[config.mk]
export PLATFORM = sky130hd
export DESIGN_NAME = hazard_controller
export DESIGN_NICKNAME = d
export VERILOG_FILES = /design/src/rtl/riscv_pkg.sv /design/src/rtl/hazard_md_watchdog.sv /design/src/rtl/hazard_controller.sv
export SDC_FILE = /design/constraint.sdc
export NUM_CORES = 1
export LEC_CHECK = 0
export BUFFER_PORTS_ARGS = -buffer_cell sky130_fd_sc_hd__buf_2
export CAP_MARGIN = 20
export CORE_AREA = 2 2 43 45
export DETAILED_ROUTE_END_ITERATION = 10
export DIE_AREA = 0 0 45 47
export PLACE_DENSITY_LB_ADDON = 0.2
export SYNTH_ARGS = -nofsm -noshare
export SYNTH_HDL_FRONTEND = slang
export SYNTH_HIERARCHICAL = 1
export SYNTH_SLANG_ARGS = --single-unit
[constraint.sdc]
create_clock -name clk -period 1.6 [get_ports clk]
set_input_delay 0.16 -clock clk [delete_from_list [all_inputs] [get_ports clk]]
set_output_delay 0.16 -clock clk [all_outputs]
set_load 0.01 [all_outputs]
[src/rtl/riscv_pkg.sv]
// Shared core definitions: hazard FSM encoding and register index constants.
package riscv_pkg;

    localparam int REG_AW = 5;
    localparam logic [REG_AW-1:0] X0 = 5'd0;

    typedef enum logic {
        HC_IDLE    = 1'b0,
        HC_MD_WAIT = 1'b1
    } hc_state_t;

endpackage

[src/rtl/hazard_md_watchdog.sv]
// Muldiv occupancy counter with sticky timeout flag.
module hazard_md_watchdog #(
    parameter int MAX_CYCLES = 40
) (
    input  logic clk,
    input  logic rst,
    input  logic start,
    input  logic run,
    input  logic done,
    output logic expired,
    output logic timeout
);

    localparam int CW = $clog2(MAX_CYCLES + 1);

    logic [CW-1:0] cnt;

    // A done pulse on the limit cycle still counts as a normal completion.
    assign expired = run && !done && (cnt >= CW'(MAX_CYCLES));

    always_ff @(posedge clk) begin
        if (rst) begin
            cnt     <= '0;
            timeout <= 1'b0;
        end else if (start) begin
            cnt <= CW'(1);
        end else if (run) begin
            if (done || expired) begin
                cnt <= '0;
            end else begin
                cnt <= cnt + CW'(1);
            end
            if (expired) begin
                timeout <= 1'b1;
            end
        end
    end

endmodule

[src/rtl/hazard_controller.sv]
// Stall/flush sequencer for load-use, muldiv occupancy and branch squash.
// Optional HAZARD_PERF_CNT_EN adds saturating stall/flush cycle counters.
module hazard_controller
    import riscv_pkg::*;
#(
    parameter int MD_MAX_CYCLES = 40
) (
    input  logic              clk,
    input  logic              rst,
    input  logic [REG_AW-1:0] ID_rs1,
    input  logic [REG_AW-1:0] ID_rs2,
    input  logic              ID_uses_rs1,
    input  logic              ID_uses_rs2,
    input  logic [REG_AW-1:0] EX_rd,
    input  logic              EX_memread,
    input  logic              EX_muldiv,
    input  logic              branch_taken,
    input  logic              md_done,
    output logic              md_start,
    output logic              pc_stall,
    output logic              IF_ID_stall,
    output logic              IF_ID_flush,
    output logic              ID_EX_stall,
    output logic              ID_EX_flush,
    output logic              EX_MEM_flush,
`ifdef HAZARD_PERF_CNT_EN
    output logic [31:0]       stall_cycles,
    output logic [31:0]       flush_cycles,
`endif
    output logic              md_timeout
);

    hc_state_t state;
    hc_state_t state_nxt;
    logic      lu;
    logic      md_run;
    logic      md_expired;

    assign lu = EX_memread && (EX_rd != X0) &&
                ((ID_uses_rs1 && (ID_rs1 == EX_rd)) ||
                 (ID_uses_rs2 && (ID_rs2 == EX_rd)));

    assign md_run = (state == HC_MD_WAIT) && !rst;

    hazard_md_watchdog #(
        .MAX_CYCLES(MD_MAX_CYCLES)
    ) u_wdog (
        .clk    (clk),
        .rst    (rst),
        .start  (md_start),
        .run    (md_run),
        .done   (md_done),
        .expired(md_expired),
        .timeout(md_timeout)
    );

    always_ff @(posedge clk) begin
        if (rst) begin
            state <= HC_IDLE;
        end else begin
            state <= state_nxt;
        end
    end

    always_comb begin
        state_nxt    = state;
        md_start     = 1'b0;
        pc_stall     = 1'b0;
        IF_ID_stall  = 1'b0;
        IF_ID_flush  = 1'b0;
        ID_EX_stall  = 1'b0;
        ID_EX_flush  = 1'b0;
        EX_MEM_flush = 1'b0;
        if (!rst) begin
            unique case (state)
                HC_IDLE: begin
                    if (EX_muldiv) begin
                        md_start     = 1'b1;
                        pc_stall     = 1'b1;
                        IF_ID_stall  = 1'b1;
                        ID_EX_stall  = 1'b1;
                        EX_MEM_flush = 1'b1;
                        state_nxt    = HC_MD_WAIT;
                    end else if (branch_taken) begin
                        IF_ID_flush = 1'b1;
                        ID_EX_flush = 1'b1;
                    end else if (lu) begin
                        pc_stall    = 1'b1;
                        IF_ID_stall = 1'b1;
                        ID_EX_flush = 1'b1;
                    end
                end
                HC_MD_WAIT: begin
                    // EX is frozen here, so branch and load-use are moot.
                    if (md_done || md_expired) begin
                        state_nxt = HC_IDLE;
                    end else begin
                        pc_stall     = 1'b1;
                        IF_ID_stall  = 1'b1;
                        ID_EX_stall  = 1'b1;
                        EX_MEM_flush = 1'b1;
                    end
                end
                default: state_nxt = HC_IDLE;
            endcase
        end
    end

`ifdef HAZARD_PERF_CNT_EN
    always_ff @(posedge clk) begin
        if (rst) begin
            stall_cycles <= '0;
            flush_cycles <= '0;
        end else begin
            if (pc_stall && (stall_cycles != 32'hFFFF_FFFF)) begin
                stall_cycles <= stall_cycles + 32'd1;
            end
            if (IF_ID_flush && (flush_cycles != 32'hFFFF_FFFF)) begin
                flush_cycles <= flush_cycles + 32'd1;
            end
        end
    end
`endif

endmodule

==> flow_summary.yaml, run 1 <==
status:
  status: "complete, but fails checks"
  violations: "negative setup slack"
critical_path:
  cp.arrival_ns: 1.78
  rrSetupSlack_ns: 0.11
  crit_path_end_kind: "output pin"
  cp-start-kind: "register"
  crit_fanout: 2
  critPathKind: "register to output pin"
  worst_ep_required_time_ns: 1.44
yosys:
  yosys.area_share.simple_pct: 26.1
  synth-seq-cells: 8
  syn_inst: 69
  synth_top_family_by_area: "simple AND/OR/NAND/NOR gates"
  synth_cell_types: 29
  yosysWarnings: 6
  synth_compound_area_share_pct: 14.8
  synthMuxAreaShare_pct: 1.67
  synth_nets: 94
  synthesis.area_um2: 599
  synthAdderAreaFrac_pct: 4.18
  synth_seq_area_share_pct: 26.7
  synth_area_per_cell_um2: 8.69
  synthXorXnorAreaFrac_pct: 19.0
die:
  die_area_um2: 2120
  core-area_um2: 1650
  ios: 31
  die_h_um: 47
  die_width_um: 45
  start_util_pct: 36.3
  row_count: 15
sta:
  finalHoldViolCount: 0
  fin_crit_sh_pct: 121
  setup_slack_ns: -0.337
  fin_skew_ns: 0.00174
  relSlewSlack_pct: 66.6
  period_minus_slack_ns: 1.94
  final_max_slew_viol_count: 0
  rsz0062_at_grt: "true"
  max_freq_mhz: 516
  tightest_slew_ns: 0.500
  holdWs_ns: 0.229
  setup_violations: 4
placed_design:
  place_hpwl_mm: 1.13
  post-place-ws_ns: -0.0574
  place.gp.congestion: 0.821
  place_area_um2: 817
  portBuffers: 30
clocking:
  root_buffer: "clkbuf_4"
  holdBufCountCts: 0
  cts_buffers: 3
  cts_num_sinks: 8
  clk_pin_slew_ns: 0.06
  htreeDepth: 1
  clock_latency_ns: 0.26
  clock_path_buffers: 2
  cts_tree: "yes"
power_and_ir_drop:
  combinationalPowerShare_pct: 26.4
  p_sw_mw: 0.147
  leakage_nw: 0.387
  internal_power_mw: 0.359
  switching_share_pct: 29.0
  p_per_area_nw_per_um2: 589
  clkPwrFrac_pct: 32.1
  p_seq_share_pct: 41.5
  ir_drop_v: 0.000269
global_route:
  grt_pass1_wl_mm: 2.33
  track_usage_pct: 15.4
  antenna_found_initial: 0
  grt_pass1_vias: 585
  grt-ovfl-total: 0
  grt_max_degree: 12
final_layout:
  final_nets: 134
  nFillCells: 165
  final_cell_area_um2: 858
  n_antenna_cell: 0
  area_delta_synth_final_pct: 43.2
  drive_gt1_share_pct: 45.8
drt:
  wl_met1_um: 638
  vias: 625
  highest_layer: "met4"
  wl_met3_um: 90
  drtIter0Drc: 8
  post-route-drc-count: 0
  wl_per_cell_um: 11.3
  vias_per_cell: 5.04
  wl_mm: 1.40
  route.antenna.remaining_nets: 0
  dr_wl_met2_um: 652
  dr.pass1.iters: 5
min_path:
  min_path_type: "input pin to register"
flow_run:
  drv_cap: 0
power groups by stage:
| stage | Combinational, mW | Sequential, mW | Clock (mW) |
|---|---|---|---|
| final | 0.133 | 0.210 | 0.162 |
| after global routing | 0.148 | 0.210 | 0.174 |
| after CTS | 0.133 | 0.210 | 0.168 |
| after detailed placement | 0.129 | 0.214 | 0 |
| after global placement | 0.127 | 0.214 | 0 |
| after floorplan | 0.0662 | 0.214 | 0 |
routing by layer:
layer  track usage, %  vias up
li1                 -      324
met1             18.9      271
met2             25.7       28
met3             2.31        2
met4             8.82        0
met5                0        -
synth_stat cells:
cell	count	area (um^2)
a32oi_1	1	8.76
nand2b_1	1	6.26
and2_0	1	6.26
nand4_1	2	12.5
o211ai_1	1	7.51
xnor2_1	2	17.5
or3_1	2	12.5
or4_1	2	15.0
nor3b_1	1	7.51
nor4_1	6	37.5
o21ai_1	2	10.0
o21a_1	1	7.51
and2_1	1	6.26
ha_1	2	25.0
buf_4	2	15.0
buf_6	1	11.3
nor2_1	2	7.51
nor3_1	2	10.0
a2111oi_2	1	15.0
nor2b_1	1	6.26
mux2i_1	1	10.0
nand2_1	2	7.51
xor2_1	11	96.3
inv_1	5	18.8
o21ai_0	1	5.00
nand4_4	1	21.3
a21oi_1	4	20.0
o21bai_1	2	15.0
dfxtp_1	8	160
flip-flops by register name, summed over array words and instances (netlist names):
signal and cells:
u_wdog/timeout 1, state 1, u_wdog/cnt 6
cells in the final DEF (no fill, tap or decap), types with 2 or more instances in the layout:
| cell type | Yosys | final |
|---|---|---|
| dfxtp_1 | 8 | 7 |
| nor2_1 | 2 | 2 |
| or4_1 | 2 | 2 |
| buf_4 | 2 | 8 |
| xnor2_1 | 2 | 2 |
| ha_1 | 2 | 2 |
| o21ai_1 | 2 | 2 |
| clkbuf_4 | 0 | 3 |
| xor2_1 | 11 | 11 |
| a21oi_1 | 4 | 4 |
| inv_1 | 5 | 5 |
| buf_2 | 0 | 30 |
| nand2_1 | 2 | 2 |
| or3_1 | 2 | 2 |
| nor4_1 | 6 | 6 |
| nand4_1 | 2 | 2 |
per-stage QoR:
step	power, mW	setup TNS (ns)	cells	util (%)
2_1_floorplan	0.280	-0.335	69	-
3_3_place_gp	0.341	-0.0520	121	49.5
3_5_place_dp	0.343	-0.109	121	49.5
4_1_cts	0.511	-0.824	125	51.6
5_1_grt	0.532	-1.18	124	52.0
6_report	0.505	-0.760	124	52.0
layout make-up:
class	instances	area [um^2]	share of cell area (%)
clock buffer	3	22.5	2.62
inverter	5	18.8	2.19
multi-input combinational	53	424	49.4
sequential	8	161	18.8
tap	17	21.3	2.48
timing repair buffer	38	210	24.5
critical path, stage by stage, from the launching register on:
cell and delay, ns:
dfxtp_2 0.32, nor2b_4 0.12, nand2b_1 0.07, nor2_1 0.05, o21a_1 0.20, or4_1 0.48
o21bai_2 0.14, buf_2 0.15
path summary, 6_finish.rpt:
| check | to | depth (start not counted) | from |
|---|---|---|---|
| max reg2reg | u_wdog/cnt[5]$_SDFFE_PP0P_ | 5 | state$_DFF_P_ |
| min reg2reg | u_wdog/timeout$_SDFFE_PP0P_ | 2 | u_wdog/timeout$_SDFFE_PP0P_ |
| max | IF_ID_stall | 7 | state$_DFF_P_ |
| min | u_wdog/cnt[0]$_SDFFE_PP0P_ | 4 | md_done |
cell families (layout without fill, tap and decap cells):
kind of cell	after synthesis	after routing
multiplexers	1	1
XOR/XNOR	13	13
adder cells (fa/ha/maj)	2	2
AO/OA/AOI/OAI	13	13
flip-flops	8	8
AND/OR/NAND/NOR	24	24
buffers and inverters	8	46
repair_timing:
| action | 4_1_cts | 5_1_grt |
|---|---|---|
| pin swaps | 0 | 3 |
| setup buffers | 1 | 0 |
| setup endpoints to repair | 4 | 7 |
| gates resized for setup | 1 | 3 |
No activity file was read; power rests on OpenSTA's default activity.
==> inputs of run 2 (changes only) <==
- RECOVER_POWER: not set -> 100
==> run 2 against run 1 <==
Net effect:
- the flow still finishes with violations (negative setup slack)
- design area is 1.9% lower
- combinational power is 4% lower
- clock power hardly changed
- via count is 1.8% higher
- die area stayed put
- clock-buffer cell count stayed put
- routed wire length is 0.43% higher
- critical path depth stayed put
- critical path type unchanged
- critical endpoint unchanged
==> flow_summary.yaml, run 2 (synthesis gave the netlist of run 1 again) <==
final_layout:
  final_cells: 124
  layout_common_cells: "buf_2, xor2_1, dfxtp_1"
  mostFrequentLayoutCell: "buf_2"
  largest_register: "u_wdog/cnt"
  final_nets: 134
  reg_top3: "u_wdog/cnt x6, state x1, u_wdog/timeout x1"
  area_delta_synth_final_pct: 40.5
  n_antenna_cell: 0
  largest_reg_flops: 6
  drive_gt1_share_pct: 43.0
power_and_ir_drop:
  ir_drop_v: 0.000269
  finalPower_mw: 0.500
  clkPwrFrac_pct: 32.4
  p_per_area_nw_per_um2: 594
  switching_share_pct: 28.8
  internal_power_mw: 0.356
  combinationalPowerShare_pct: 25.7
  p_sw_mw: 0.144
  p_seq_share_pct: 41.9
  leakage_nw: 0.375
placed_design:
  place.gp.congestion: 0.821
  post-place-ws_ns: -0.0574
  place_hpwl_mm: 1.13
  placed_cells: 121
  portBuffers: 30
drt:
  wl_mm: 1.40
  vias: 636
  route.antenna.remaining_nets: 0
  drtIter0Drc: 7
  wl_per_cell_um: 11.3
  vias_per_cell: 5.13
  dr.pass1.iters: 4
  post-route-drc-count: 0
sta:
  tightest_slew_ns: 0.491
  setup_violations: 4
  finalHoldViolCount: 0
  final_max_slew_viol_count: 0
  fin_skew_ns: 0.00165
  fin_crit_sh_pct: 121
  max_freq_mhz: 516
  relSlewSlack_pct: 67.2
  setup_tns_ns: -0.814
  period_minus_slack_ns: 1.94
  setup_slack_ns: -0.339
  rsz0062_at_grt: "true"
clocking:
  root_buffer: "clkbuf_4"
  cts_tree: "yes"
  clock_path_buffers: 2
  holdBufCountCts: 0
  clock_latency_ns: 0.26
  cts_num_sinks: 8
  clk_pin_slew_ns: 0.06
  htreeDepth: 1
  cts_buffers: 3
die:
  row_count: 15
  core-area_um2: 1650
  die_area_um2: 2120
  start_util_pct: 36.3
  die_width_um: 45
  ios: 31
  die_h_um: 47
critical_path:
  crit_path_end_kind: "output pin"
  cp.arrival_ns: 1.78
  crit_fanout: 2
  cp-start-kind: "register"
  worst_ep_required_time_ns: 1.44
  critPathKind: "register to output pin"
status:
  status: "complete, but fails checks"
  violations: "negative setup slack"
global_route:
  grt_max_degree: 12
  grt_pass1_vias: 585
  grt-ovfl-total: 0
  track_usage_pct: 15.4
  antenna_found_initial: 0
  grt_pass1_wl_mm: 2.33
flow_run:
  drv_cap: 0
min_path:
  min_path_type: "input pin to register"
==> run 2: what timing repair did <==
| item | CTS | global route |
|---|---|---|
| cloned | 0 | 0 |
| setup buffers | 1 | 0 |
| pin swaps | 0 | 3 |
| endpoints found under the setup margin | 4 | 7 |
| resized for setup | 1 | 3 |
| endpoints found under the hold margin | 0 | 0 |
==> run 2: power by group through the flow <==
| stage | logic [mW] | registers [mW] | clock network, mW |
|---|---|---|---|
| 3_3_place_gp | 0.127 | 0.214 | 0 |
| 4_1_cts | 0.133 | 0.210 | 0.168 |
| 3_5_place_dp | 0.129 | 0.214 | 0 |
| 6_report | 0.128 | 0.210 | 0.162 |
| 5_1_grt | 0.143 | 0.210 | 0.174 |
| 2_1_floorplan | 0.0662 | 0.214 | 0 |
==> run 2: area by class of cell <==
| type | count | area, um^2 |
|---|---|---|
| clock buffer | 3 | 22.5 |
| fill | 166 | 810 |
| inverter | 5 | 18.8 |
| multi-input combinational | 53 | 413 |
| sequential | 8 | 161 |
| tap | 17 | 21.3 |
| timing repair buffer | 38 | 205 |
==> run 2: per-layer routing <==
metal,track usage [%],part of all wire (%),vias up
li1,-,-,327
met1,18.9,46,277
met2,25.7,46,30
met3,2.31,6.9,2
met4,8.82,1.1,0
met5,0,0,-
==> run 2: worst max-delay path: stages, from the launching register on <==
cell and delay, ns:
dfxtp_2 0.32, nor2b_4 0.12, nand2b_1 0.07, nor2_1 0.05, o21a_1 0.20, or4_1 0.48, o21bai_2 0.14, buf_2 0.15
==> run 2: worst paths after layout <==
kind,depth (start not counted),start,to,slack (ns)
hold / removal,4,md_done,u_wdog/cnt[0]$_SDFFE_PP0P_,0.23
setup reg to reg,5,state$_DFF_P_,u_wdog/cnt[5]$_SDFFE_PP0P_,0.12
setup / recovery,7,state$_DFF_P_,IF_ID_stall,-0.34
hold reg to reg,2,u_wdog/timeout$_SDFFE_PP0P_,u_wdog/timeout$_SDFFE_PP0P_,0.45
==> run 2: metrics by stage <==
step	util [%]	area, um^2	hold slack, ns
final	51.0	842	0.231
after global routing	51.0	842	0.259
after CTS	51.6	852	0.223
after detailed placement	49.5	817	0.439
after global placement	49.5	817	0.440
after floorplan	-	612	0.229
